File: src/rtl/rs232_pkg.sv
// Shared constants for the RS-232 transmit path: FSM encoding, frame length
// and default arbitration timing.
package rs232_pkg;

    localparam logic [1:0] IDLE = 2'd0;
    localparam logic [1:0] SEND = 2'd1;
    localparam logic [1:0] GAP  = 2'd2;

    localparam int FRAME_BITS         = 12;
    localparam int DEF_GAP_CYCLES     = 2;
    localparam int DEF_TIMEOUT_CYCLES = 64;

    // Round-robin successor of a requester index, wrapping at nreq.
    function automatic logic [2:0] next_ptr(input logic [2:0] id, input int nreq);
        return (id == 3'(nreq - 1)) ? 3'd0 : id + 3'd1;
    endfunction

endpackage

File: src/rtl/rs232_tx_arbiter_rr_pick.sv
// Combinational round-robin picker: first set request at or above ptr,
// wrapping modulo NREQ.
module rr_pick #(
    parameter int NREQ = 4
) (
    input  logic [NREQ-1:0] req,
    input  logic [2:0]      ptr,
    output logic            valid,
    output logic [2:0]      idx
);

    logic [7:0]      req_ext;
    logic [2:0]      cand [NREQ];
    logic [NREQ-1:0] hit;

    assign req_ext = 8'(req);

    // cand[gi] is the requester checked at priority offset gi from ptr.
    generate
        for (genvar gi = 0; gi < NREQ; gi++) begin : g_cand
            logic [3:0] sum;
            assign sum       = {1'b0, ptr} + 4'(gi);
            assign cand[gi]  = (sum >= 4'(NREQ)) ? 3'(sum - 4'(NREQ)) : sum[2:0];
            assign hit[gi]   = req_ext[cand[gi]];
        end
    endgenerate

    always_comb begin
        valid = |hit;
        idx   = ptr;
        for (int k = NREQ - 1; k >= 0; k--) begin
            if (hit[k]) begin
                idx = cand[k];
            end
        end
    end

endmodule

File: src/rtl/rs232_tx_arbiter.sv
// Round-robin sharing of one byte-serial RS-232 transmitter among NREQ
// producers, with an inter-frame gap and a grant-to-DONE watchdog.
module rs232_tx_arbiter
    import rs232_pkg::*;
#(
    parameter int NREQ           = 4,
    parameter int GAP_CYCLES     = DEF_GAP_CYCLES,
    parameter int TIMEOUT_CYCLES = DEF_TIMEOUT_CYCLES
) (
    input  logic              CLK_TX,
    input  logic              RST,
    input  logic [NREQ-1:0]   REQ,
    input  logic [8*NREQ-1:0] REQ_DATA,
    output logic [NREQ-1:0]   ACK,
    output logic [7:0]        TX_DATA,
    output logic              TX_WR_EN,
    input  logic              TX_DONE,
    output logic              BUSY,
    output logic [2:0]        GRANT_ID,
    output logic              TIMEOUT_ERR
);

    localparam logic [7:0] WD_LAST     = 8'(TIMEOUT_CYCLES - 1);
    localparam logic [7:0] GAP_LAST    = 8'(GAP_CYCLES - 1);
    localparam logic [1:0] AFTER_FRAME = (GAP_CYCLES == 0) ? IDLE : GAP;

    logic [1:0]      state_reg, state_next;
    logic [2:0]      rr_ptr_reg, rr_ptr_next;
    logic [7:0]      wd_cnt_reg, wd_cnt_next;
    logic [7:0]      gap_cnt_reg, gap_cnt_next;
    logic [NREQ-1:0] ack_reg, ack_next;
    logic [7:0]      tx_data_reg, tx_data_next;
    logic            wr_en_reg, wr_en_next;
    logic            busy_reg, busy_next;
    logic [2:0]      grant_reg, grant_next;
    logic            timeout_reg, timeout_next;

    logic            pick_valid;
    logic [2:0]      pick_idx;
    logic [7:0]      data_arr [8];
    logic [NREQ-1:0] grant_hot;
    logic            frame_end, wd_expire, release_now;

    rr_pick #(.NREQ(NREQ)) u_rr_pick (
        .req   (REQ),
        .ptr   (rr_ptr_reg),
        .valid (pick_valid),
        .idx   (pick_idx)
    );

    generate
        for (genvar gi = 0; gi < 8; gi++) begin : g_data
            if (gi < NREQ) begin : g_used
                assign data_arr[gi] = REQ_DATA[gi*8 +: 8];
            end else begin : g_pad
                assign data_arr[gi] = 8'd0;
            end
        end
        for (genvar gi = 0; gi < NREQ; gi++) begin : g_ack
            assign grant_hot[gi] = (grant_reg == 3'(gi));
        end
    endgenerate

    // DONE takes priority over a watchdog expiry on the same cycle.
    assign frame_end   = (state_reg == SEND) && TX_DONE;
    assign wd_expire   = (state_reg == SEND) && !TX_DONE && (wd_cnt_reg == WD_LAST);
    assign release_now = frame_end || wd_expire;

    always_ff @(posedge CLK_TX) begin
        if (!RST) begin
            state_reg   <= IDLE;
            rr_ptr_reg  <= 3'd0;
            wd_cnt_reg  <= 8'd0;
            gap_cnt_reg <= 8'd0;
            ack_reg     <= '0;
            tx_data_reg <= 8'd0;
            wr_en_reg   <= 1'b0;
            busy_reg    <= 1'b0;
            grant_reg   <= 3'd0;
            timeout_reg <= 1'b0;
        end else begin
            state_reg   <= state_next;
            rr_ptr_reg  <= rr_ptr_next;
            wd_cnt_reg  <= wd_cnt_next;
            gap_cnt_reg <= gap_cnt_next;
            ack_reg     <= ack_next;
            tx_data_reg <= tx_data_next;
            wr_en_reg   <= wr_en_next;
            busy_reg    <= busy_next;
            grant_reg   <= grant_next;
            timeout_reg <= timeout_next;
        end
    end

    always_comb begin
        state_next = state_reg;
        case (state_reg)
            IDLE:    if (pick_valid) state_next = SEND;
            SEND:    if (release_now) state_next = AFTER_FRAME;
            GAP:     if (gap_cnt_reg == GAP_LAST) state_next = IDLE;
            default: state_next = IDLE;
        endcase
    end

    always_comb begin
        rr_ptr_next  = rr_ptr_reg;
        wd_cnt_next  = wd_cnt_reg;
        gap_cnt_next = gap_cnt_reg;
        ack_next     = '0;
        tx_data_next = tx_data_reg;
        wr_en_next   = wr_en_reg;
        grant_next   = grant_reg;
        timeout_next = 1'b0;
        case (state_reg)
            IDLE: begin
                if (pick_valid) begin
                    grant_next   = pick_idx;
                    tx_data_next = data_arr[pick_idx];
                    wr_en_next   = 1'b1;
                    wd_cnt_next  = 8'd0;
                end
            end
            SEND: begin
                if (release_now) begin
                    wr_en_next   = 1'b0;
                    ack_next     = grant_hot;
                    rr_ptr_next  = next_ptr(grant_reg, NREQ);
                    gap_cnt_next = 8'd0;
                    timeout_next = wd_expire;
                end else begin
                    wd_cnt_next = wd_cnt_reg + 8'd1;
                end
            end
            GAP:     gap_cnt_next = gap_cnt_reg + 8'd1;
            default: wr_en_next = 1'b0;
        endcase
        busy_next = (state_next != IDLE);
    end

    assign ACK         = ack_reg;
    assign TX_DATA     = tx_data_reg;
    assign TX_WR_EN    = wr_en_reg;
    assign BUSY        = busy_reg;
    assign GRANT_ID    = grant_reg;
    assign TIMEOUT_ERR = timeout_reg;

endmodule

File: config.mk
export PLATFORM = sky130hd
export DESIGN_NAME = rs232_tx_arbiter
export DESIGN_NICKNAME = d
export VERILOG_FILES = /design/src/rtl/rs232_pkg.sv /design/src/rtl/rs232_tx_arbiter_rr_pick.sv /design/src/rtl/rs232_tx_arbiter.sv
export SDC_FILE = /design/constraint.sdc
export NUM_CORES = 1
export LEC_CHECK = 0
export BUFFER_PORTS_ARGS = -buffer_cell sky130_fd_sc_hd__buf_2
export CELL_PAD_IN_SITES_DETAIL_PLACEMENT = 0
export CELL_PAD_IN_SITES_GLOBAL_PLACEMENT = 2
export CORE_MARGIN = 10
export CORE_UTILIZATION = 34
export DETAILED_ROUTE_END_ITERATION = 8
export GPL_ROUTABILITY_DRIVEN = 0
export PLACE_DENSITY_LB_ADDON = 0.1
export REMOVE_ABC_BUFFERS = 1
export SLEW_MARGIN = 20
export SYNTH_ARGS = -nofsm -noshare
export SYNTH_HDL_FRONTEND = slang
export SYNTH_HIERARCHICAL = 1
export SYNTH_SLANG_ARGS = --single-unit
export TNS_END_PERCENT = 1
File: constraint.sdc
create_clock -name CLK_TX -period 9.1 [get_ports CLK_TX]
set_clock_uncertainty 0.2 [all_clocks]
set_input_delay 2.275 -clock CLK_TX [delete_from_list [all_inputs] [get_ports CLK_TX]]
set_output_delay 2.275 -clock CLK_TX [all_outputs]
set_load 0.03 [all_outputs]
==> qor.csv <==
metric,value,unit
outcome,"finished, final reports clean",
synth_edf_count,0,
max_clock_freq,0.225,GHz
critPathCaptureType,flop,
grt_pass1_wl,9.42,mm
post-route-period-util,0.488,
crit_arrival,4.46,ns
synth_cell_types,60,
p_total,0.494,mW
slew_violations,0,
cp_max_fo,21,
clk_pin_slew,0.08,ns
grt_pass1_vias,2005,
insertion_delay,0.29,ns
hold_viol,0,
avgRoutedWirePerCell,15.0,um
synth-compound-area-share,0.150,
multiInputGateArea,1350,sq um
route.detailed.drc,0,
antenna_left,0,
antenna_found_initial,0,
dp_hpwl,4.20,mm
seqCellArea,781,sq um
maxCapViolCount,0,
synthAdderAreaFrac,0.0506,
synthSimpleGateAreaFrac,0.230,
cts_inserted_buffers,5,
grt.total_usage,0.111,
htreeDepth,2,
nFillCells,632,
cts_root_buffer,clkbuf_8,
p_leak,1.08,nW
crit_path_start,REQ[1],
synthFlopType,dfxtp_1,
ys_warn_count,6,
max_slew_margin,0.467,
setup_viol,0,
cts_resized,0,
core,6350,sq um
drt-initial-drc-count,42,
rsz0062_at_grt,false,
yosysSeqAreaShare,0.351,
wirelength,5.50,mm
critical_path_class,in2reg,
cts_tree,built,
nets,336,
syn2layout_area_growth,18.7,%
period_needed,4.44,ns
place_inst,358,
die_w,101,um
tns,0,ns
final_common_cell,buf_2,
worstHoldStart,wd_cnt_reg[1],
numPortBuffers,56,
tightest_slew,0.799,ns
diodes,0,
cts_hold_buf,0,
fin_cells,366,
post_cts_buffers,0,
ir_worst_vdd,0.0727,mV
final_cell_mix,"buf_2, dfxtp_1, nor2_1, nand2_1, inv_1",
clockBufferDepth,2,
rows,29,
routed_via_density,5.17,
die_h,101,um
synth-async-reset-ratio,0,
gr-total-overflow,0,
grt_max_degree,23,
dr_total_vias,1893,
die-area,10200,sq um
dr.pass1.iters,4,
hp-class,reg2reg,
syn_avg_cell_area,9.55,sq um
ys_ff_latch,39,
worstPathRequired,9.12,ns
reg2reg_from,rr_ptr_reg[0],
cp-start-kind,input port,
drive_gt1_frac,0.325,
p_per_area,187,nW/um^2
synthXorXnorAreaFrac,0.0275,
synth_top_family_by_area,simple AND/OR/NAND/NOR gates,
syn_area,2230,sq um
netlist_instances,233,
muxShareOfSynthArea,0.147,
start_util,0.351,
top_level_ports,57,
numClockSinks,39,
-- worst paths after layout --
path,end,slack (ns),depth (start not counted)
worst max-delay path,TX_DATA[7],4.66,8
worst min-delay path,wd_cnt_reg[1],0.29,2
worst max register to register,TX_DATA[7],5.60,9
worst min register to register,wd_cnt_reg[1],0.29,2
-- cells in the mapped netlist (3+ instances only) --
library cell | instances | area [sq um]
a21oi_1 | 8 | 40.0
a22oi_1 | 9 | 67.6
clkbuf_1 | 6 | 22.5
dfxtp_1 | 39 | 781
ha_1 | 9 | 113
inv_1 | 11 | 41.3
mux2i_1 | 7 | 70.1
mux4_2 | 8 | 180
nand2_1 | 21 | 78.8
nand3_1 | 10 | 50.1
nand3b_1 | 3 | 22.5
nand4_1 | 5 | 31.3
nor2_1 | 22 | 82.6
nor2b_1 | 4 | 25.0
nor4_1 | 5 | 31.3
o211ai_1 | 4 | 30.0
o31ai_1 | 3 | 22.5
or2_2 | 3 | 18.8
xor2_1 | 6 | 52.6
-- critical path: stages --
cell,delay (ns)
buf_2,0.08
mux2i_1,0.12
or2_2,0.33
o211ai_1,0.14
or3b_2,0.71
nor2_1,0.52
a22oi_1,0.15
nor2_1,0.11
-- power by group --
| part | switching, mW | total (mW) | leakage, nW | internal, mW |
|---|---|---|---|---|
| clock network | 0.0611 | 0.115 | 0.0422 | 0.0539 |
| registers | 0.0158 | 0.203 | 0.318 | 0.187 |
| logic | 0.0999 | 0.176 | 0.721 | 0.0763 |
| total | 0.177 | 0.494 | 1.08 | 0.317 |
-- logic make-up after synthesis --
logic type,after synthesis
AO/OA/AOI/OAI,42
adder cells (fa/ha/maj),9
multiplexers,20
XOR/XNOR,7
AND/OR/NAND/NOR,95
flip-flops,39
buffers and inverters,21
-- through the flow --
step | hold WS (ns) | setup WS [ns] | area [sq um] | util
2_1_floorplan | 0.238 | 4.31 | 2170 | -
6_report | 0.291 | 4.66 | 2640 | 0.416
3_3_place_gp | 0.268 | 4.33 | 2560 | 0.403
4_1_cts | 0.292 | 4.66 | 2640 | 0.416
3_5_place_dp | 0.278 | 4.35 | 2560 | 0.403
5_1_grt | 0.311 | 4.47 | 2640 | 0.416
-- area by class of cell --
cell class	instances	area share
clock buffers	7	0.0289
well taps	77	0.0365
multi-input cells	173	0.510
clock inverters	1	0.00189
inverters	11	0.0156
flip-flops and latches	39	0.295
repair buffers	58	0.112
-- routing by layer --
metal  wire length (um)  up-vias  global-route usage
met4                 53        0              0.0257
met2               2370       53               0.173
met1               2560      864               0.132
met5                  0        -                   0
met3                523        6              0.0576
li1                   -      970                   -
No activity file was read; power rests on OpenSTA's default activity.
